<file path="config.mk">
export PLATFORM = sky130hd
export DESIGN_NAME = dpram_fifo_ctrl
export DESIGN_NICKNAME = d
export VERILOG_FILES = /design/src/rtl/dpram_fifo_ctrl.sv
export SDC_FILE = /design/constraint.sdc
export NUM_CORES = 1
export LEC_CHECK = 0
export CAP_MARGIN = 20
export CELL_PAD_IN_SITES_DETAIL_PLACEMENT = 1
export CELL_PAD_IN_SITES_GLOBAL_PLACEMENT = 1
export CORE_MARGIN = 5
export CORE_UTILIZATION = 37
export DETAILED_ROUTE_END_ITERATION = 6
export GPL_TIMING_DRIVEN = 0
export PLACE_DENSITY_LB_ADDON = 0.3
export SLEW_MARGIN = 20
export SYNTH_ARGS = -nofsm -noshare
export SYNTH_HDL_FRONTEND = slang
export SYNTH_SLANG_ARGS = --single-unit
</file>
<file path="constraint.sdc">
create_clock -name clk -period 4.49 [get_ports clk]
set_input_delay 1.347 -clock clk [delete_from_list [all_inputs] [get_ports clk]]
set_output_delay 1.347 -clock clk [all_outputs]
set_load 0.05 [all_outputs]
</file>
<file path="src/rtl/dpram_fifo_ctrl.sv">
// First-word-fall-through FIFO controller for a dual-port RAM (port A writes, port B reads).
// Optional sticky overflow flag is compiled in when DPRAM_FIFO_CTRL_OVF_EN is defined.
module dpram_fifo_ctrl #(
    parameter int unsigned ADDR_WIDTH = 6,
    parameter int unsigned DATA_WIDTH = 8
) (
    input  logic                  clk,
    input  logic                  rst_n,
    input  logic                  s_valid,
    output logic                  s_ready,
    input  logic [DATA_WIDTH-1:0] s_data,
    output logic                  m_valid,
    input  logic                  m_ready,
    output logic [DATA_WIDTH-1:0] m_data,
    output logic [ADDR_WIDTH:0]   count,
    output logic                  full,
    output logic                  empty,
    output logic                  ovf_err,
    output logic                  ram_we_a,
    output logic [ADDR_WIDTH-1:0] ram_addr_a,
    output logic [DATA_WIDTH-1:0] ram_din_a,
    output logic                  ram_we_b,
    output logic [ADDR_WIDTH-1:0] ram_addr_b,
    input  logic [DATA_WIDTH-1:0] ram_dout_b
);

    localparam int unsigned PtrW = ADDR_WIDTH + 1;
    localparam logic [PtrW-1:0] FullCount = PtrW'((2 ** ADDR_WIDTH) + 2);

    logic [PtrW-1:0]       wr_ptr_q, rd_ptr_q, ram_words;
    logic                  rd_pend_q;
    logic [1:0]            skid_cnt_q, skid_cnt_d, skid_after_pop;
    logic [DATA_WIDTH-1:0] head_q, head_d, spare_q, spare_d;
    logic                  push, pop, issue;
    logic [2:0]            skid_demand;

    assign ram_words = wr_ptr_q - rd_ptr_q;
    assign count     = ram_words + PtrW'(rd_pend_q) + PtrW'(skid_cnt_q);
    assign full      = (count == FullCount);
    assign empty     = (count == '0);
    assign s_ready   = !full;
    assign m_valid   = (skid_cnt_q != 2'd0);
    assign m_data    = head_q;

    // rst_n gating keeps port A idle while reset is held, even with s_valid high.
    assign push = s_valid && s_ready && rst_n;
    assign pop  = m_valid && m_ready;

    // Skid slots still needed next cycle; a new read is only issued if one stays free.
    assign skid_demand = {1'b0, skid_cnt_q} + {2'b00, rd_pend_q} - {2'b00, pop};
    assign issue       = (ram_words != '0) && (skid_demand < 3'd2);

    assign ram_we_a   = push;
    assign ram_addr_a = wr_ptr_q[ADDR_WIDTH-1:0];
    assign ram_din_a  = push ? s_data : '0;
    assign ram_we_b   = 1'b0;
    assign ram_addr_b = rd_ptr_q[ADDR_WIDTH-1:0];

    always_comb begin
        head_d         = head_q;
        spare_d        = spare_q;
        skid_after_pop = skid_cnt_q;
        if (pop) begin
            skid_after_pop = skid_cnt_q - 2'd1;
            if (skid_cnt_q == 2'd2) begin
                head_d = spare_q;
            end
        end
        // Captured word lands in the first slot left free after the pop.
        if (rd_pend_q) begin
            if (skid_after_pop == 2'd0) begin
                head_d = ram_dout_b;
            end else begin
                spare_d = ram_dout_b;
            end
        end
        skid_cnt_d = skid_after_pop + {1'b0, rd_pend_q};
    end

    always_ff @(posedge clk or negedge rst_n) begin
        if (!rst_n) begin
            wr_ptr_q   <= '0;
            rd_ptr_q   <= '0;
            rd_pend_q  <= 1'b0;
            skid_cnt_q <= 2'd0;
            head_q     <= '0;
            spare_q    <= '0;
        end else begin
            if (push) begin
                wr_ptr_q <= wr_ptr_q + PtrW'(1);
            end
            if (issue) begin
                rd_ptr_q <= rd_ptr_q + PtrW'(1);
            end
            rd_pend_q  <= issue;
            skid_cnt_q <= skid_cnt_d;
            head_q     <= head_d;
            spare_q    <= spare_d;
        end
    end

`ifdef DPRAM_FIFO_CTRL_OVF_EN
    logic ovf_q;

    always_ff @(posedge clk or negedge rst_n) begin
        if (!rst_n) begin
            ovf_q <= 1'b0;
        end else if (s_valid && full) begin
            ovf_q <= 1'b1;
        end
    end

    assign ovf_err = ovf_q;
`else
    assign ovf_err = 1'b0;
`endif

endmodule

</file>
-- Word level (Yosys, flattened, before mapping)
Index checks and enable logic that the tools add are counted.
- register bits: 33
- bits in latches: 0
- memory bits (writable): 0
- ROM bits: 0
- bits of input ports: 20
- output and inout port bits: 42
- word-level logic and storage cells: 35
- memories kept: 0
- add/subtract/negate cells: 9
- multiply operators: 0
- divide/modulo/power cells: 0
- order comparisons: 1
- equality and inequality tests: 2
- shift-type cells: 0
- muxes and demuxes: 6
- bitwise gates (word level): 1
- reductions and logical operators: 10
- operator list (operator ; count):
    2-to-1 mux 8 bit ; 5
    adder 7 x 1 -> 7 bit (second input constant) ; 2
    adder 7 x 1 -> 7 bit ; 1
    adder 7 x 2 -> 7 bit ; 1
    equality test 7 bit (second input constant) ; 1
    zero test 7 bit ; 1
    nonzero test 7 bit ; 1
    subtractor 7 bit ; 1
    logical AND 1 bit ; 4
    adder 2 x 1 -> 3 bit ; 1
    < comparator 3 x 2 -> 1 bit (second input constant) ; 1
    subtractor 3 x 1 -> 3 bit ; 1
    adder 2 x 1 -> 2 bit ; 1
    equality test 2 bit (second input constant) ; 1
    zero test 2 bit ; 1
    2-to-1 mux 2 bit ; 1
    AND reduction 2 bit ; 1
    nonzero test 2 bit ; 1
    subtractor 2 x 1 -> 2 bit (second input constant) ; 1
    zero test 1 bit ; 1
    inverter 1 bit ; 1

-- Depth between registers and ports, before layout
- depth after elaboration: 8
- gate-level depth with buffers: 14
- gate-level depth less buffers: 13

-- Worst setup path after synthesis
OpenSTA, ideal clock, no wires.
- path type: reg-to-output
- start: register wr_ptr_q[0]
- end: output port empty
- arrival: 4.051 ns
- required time: 3.143 ns
- path slack: -0.908 ns
- cell stages (with the launch flop): 11
- cell sequence: dfrtp_1 > inv_1 > ha_1 > inv_1 > fa_1 > a211oi_2 > nor2_4 > xnor2_2 > and3_1 > xor2_1 > nor4_1
- cells in the longest elaborated chain, start to end: 4
- ends and longest elaborated chain (what ; RTL line ; text):
    start, declared ; 30 ; logic [PtrW-1:0] wr_ptr_q, rd_ptr_q, ram_words;
    start signal, assigned ; 90 ; wr_ptr_q <= wr_ptr_q + PtrW'(1);
    subtractor 7 bit ; 37 ; assign ram_words = wr_ptr_q - rd_ptr_q;
    adder 7 x 1 -> 7 bit ; 38 ; assign count = ram_words + PtrW'(rd_pend_q) + PtrW'(skid_cnt_q);
    adder 7 x 2 -> 7 bit ; 38 ;
    net count[5] ; 15 ; output logic [ADDR_WIDTH:0] count,
    zero test 7 bit ; 40 ; assign empty = (count == '0);
    end, declared ; 17 ; output logic empty,
The timed path passes the listed nets, and every way through them passes these cells.

-- Worst setup path in the final report
- start: register wr_ptr_q[0]
- end: output port ram_din_a[2]
- cells in the longest elaborated chain, start to end: 8
- ends and longest elaborated chain (what ; RTL line ; text):
    subtractor 7 bit ; 37 ;
    adder 7 x 1 -> 7 bit ; 38 ;
    adder 7 x 2 -> 7 bit ; 38 ;
    equality test 7 bit ; 39 ; assign full = (count == FullCount);
    zero test 1 bit ; 41 ; assign s_ready = !full;
    logical AND 1 bit (2 in series) ; 46 ; assign push = s_valid && s_ready && rst_n;
    2-to-1 mux 8 bit ; 55 ; assign ram_din_a = push ? s_data : '0;
    end, declared ; 21 ; output logic [DATA_WIDTH-1:0] ram_din_a,
Every way passes these cells.

==> impl_metrics.yaml <==
setup_path:
  crit_arrival_ns: 3.42
  crit_path_top_delay_cell: "fa_2"
  worst_ep_required_time_ns: 3.14
  max_stage_delay_ns: 0.57
  crit_buf_inv: 5
  start_kind: "flip-flop"
  critPathTopFamily: "adder cells"
  cp-end-kind: "primary output"
  crit_type: "reg2out"
  path_common_cell: "inv_2"
  cp_cell_sequence: "inv_2, ha_4, inv_2, fa_2, inv_2, fa_2, o22ai_2, o2111ai_2, a211o_1, nand2b_4, o21ai_4, buf_6, nor2_2, buf_6"
  critPathMaxFanout: 5
  ff2ff_setup_slack_ns: 1.19
outcome:
  outcome: "finished with violations"
  violations: "setup timing"
floorplan:
  ios: 62
  coreArea_um2: 5960
  initial_utilization_pct: 38.3
  fp.dieH_um: 88.5
  rows: 28
  dieArea_um2: 7830
  die_x_um: 88.5
place:
  portBuffers: 59
  hpwl_mm: 4.47
  post-place-ws_ns: -0.811
  finalWeightedCongestion: 0.720
layout:
  syn_to_final_growth_pct: 55.3
  nFillCells: 653
  antennaDiodeCount: 0
  fin_util_pct: 59.5
  fin_nets: 354
  final_common_cell: "clkdlybuf4s50_1"
  drive_gt1_share_pct: 37.7
  final_cell_mix: "clkdlybuf4s50_1 (41), buf_4 (34), dfrtp_1 (31)"
synth:
  synthMuxAreaShare_pct: 8.56
  synthFlopType: "dfrtp_1"
  syn-cell-area_um2: 2280
  synth_edf_count: 0
  synthCells: 227
  yosysUniqueCellTypes: 44
  synth_xor_xnor_area_share_pct: 10.6
  yosys.area_share.simple_pct: 13.4
  synth_compound_area_share_pct: 10.3
  synth_fa_ha_area_share_pct: 10.6
  synth-seq-cells: 33
  synth_seq_area_share_pct: 36.2
  synth_top_family_by_area: "simple AND/OR/NAND/NOR gates"
  ys_warn_count: 0
  ys_async_sr_fraction_pct: 100
  syn_area_per_cell_um2: 10.0
detailed_routing:
  dr.pass1.iters: 4
  viasPerCell: 4.95
  finalWirelength_mm: 6.36
  routedWlPerCell_um: 16.2
  drt_iter0_markers: 66
  drc_errors: 0
  postRouteAntennaNets: 0
  num_vias: 1946
clock_tree:
  clk_path_buf_depth: 2
  clk_latency_ns: 0.28
  path_clk_slew_ns: 0.07
  clkSinkCount: 33
  cts_tree: "built"
  numCtsBuffers: 5
  cts-root-buf: "clkbuf_8"
  htreeDepth: 2
global_routing:
  grt_max_degree: 29
  grt_pass1_wl_mm: 10.1
  grt_overflow_total: 0
  grt_usage_pct: 16.8
  grt_pass1_vias: 2167
  antenna_found_initial: 0
sta:
  rsz0062_at_grt: "true"
  relSlewSlack_pct: 54.9
  final_hold_viol_count: 0
  min_period_ns: 4.76
  fin_ws_ns: -0.275
  fmax_ghz: 0.210
  setup_violations: 12
  period_share_pct: 106
  final_max_slew_viol_count: 0
  finClkSkew_ns: 0.00420
  tightest_slew_ns: 0.672
run:
  drv_cap: 0
min_path:
  min-delay-path-class: "reg2reg"
## metal layers
metal  global-route usage [%]  up-vias  routed length (µm)
met2                     30.9       40                3360
met3                     3.26       13                 235
met4                     5.22        0                 126
met1                     19.4      968                2630
li1                         -      925                   -
met5                        0        -                   0
## final timing paths
kind,start,endpoint,cells after the start
max reg2reg,wr_ptr_q[0],wr_ptr_q[1],13
max in group asynchronous,rst_n,rd_ptr_q[0],2
max,wr_ptr_q[0],ram_din_a[2],14
min,spare_q[6],spare_q[6],1
min reg2reg,spare_q[6],spare_q[6],1
min in group asynchronous,rst_n,wr_ptr_q[3],1
## cell usage after synthesis, drive strengths merged, types with 3 or more instances
master	n	area (µm²)
dfrtp	33	826
inv	28	105
nor2	24	97.6
xnor2	21	206
buf	16	124
ha	13	163
a21oi	10	50.1
mux2	9	105
mux2i	9	90.1
nand2	9	33.8
and3	7	43.8
o211ai	5	37.5
fa	4	80.1
nand4	4	25.0
o21ai	4	23.8
xor2	4	35.0
nor3	3	15.0
## flip-flops by register name (all words and copies together) (netlist names)
name	cells
m_data	8
spare_q	8
rd_ptr_q	7
wr_ptr_q	7
skid_cnt_q	2
rd_pend_q	1
## kinds of logic (layout without fill, tap and decap cells)
| group | after synthesis | in the layout |
|---|---|---|
| xor gates and xnor gates | 25 | 25 |
| other | 1 | 2 |
| and+or+nand+nor | 58 | 58 |
| AOI/OAI and AO/OA | 30 | 30 |
| DFF | 33 | 33 |
| adders and majority gates | 17 | 17 |
| muxes | 18 | 18 |
| buffers and inverters | 45 | 135 |
## layout make-up
cell class / instances / area (µm²) / share of cell area (%)
Buffer: 17 / 128 / 3.60
Clock buffer: 7 / 86.3 / 2.44
Clock inverter: 1 / 30.0 / 0.847
Inverter: 28 / 109 / 3.07
Multi-Input combinational cell: 150 / 1470 / 41.4
Sequential cell: 33 / 828 / 23.4
Tap cell: 75 / 93.8 / 2.65
Timing Repair Buffer: 82 / 801 / 22.6
## through the flow
step | instance area [µm²] | setup TNS, ns | hold WS (ns) | cells
after CTS | 3460 | -2.03 | 0.512 | 388
after floorplan | 2380 | -0.205 | 0.466 | 228
after global placement | 3070 | -14.44 | 0.484 | 362
after global routing | 3540 | -4.18 | 0.538 | 393
after detailed placement | 3080 | -9.03 | 0.496 | 363
final | 3540 | -2.97 | 0.512 | 393
## repair_timing
item,in CTS,in global routing
buffers inserted,16,5
cloned,1,0
hold buffers,0,0
setup endpoints to repair,17,16
pin swaps,15,8
endpoints found under the hold margin,0,0
resized for setup,115,20
Power is left out: the tool's default activity adds up to more than one toggle a clock period on the data nets, which glitch-free logic cannot reach.
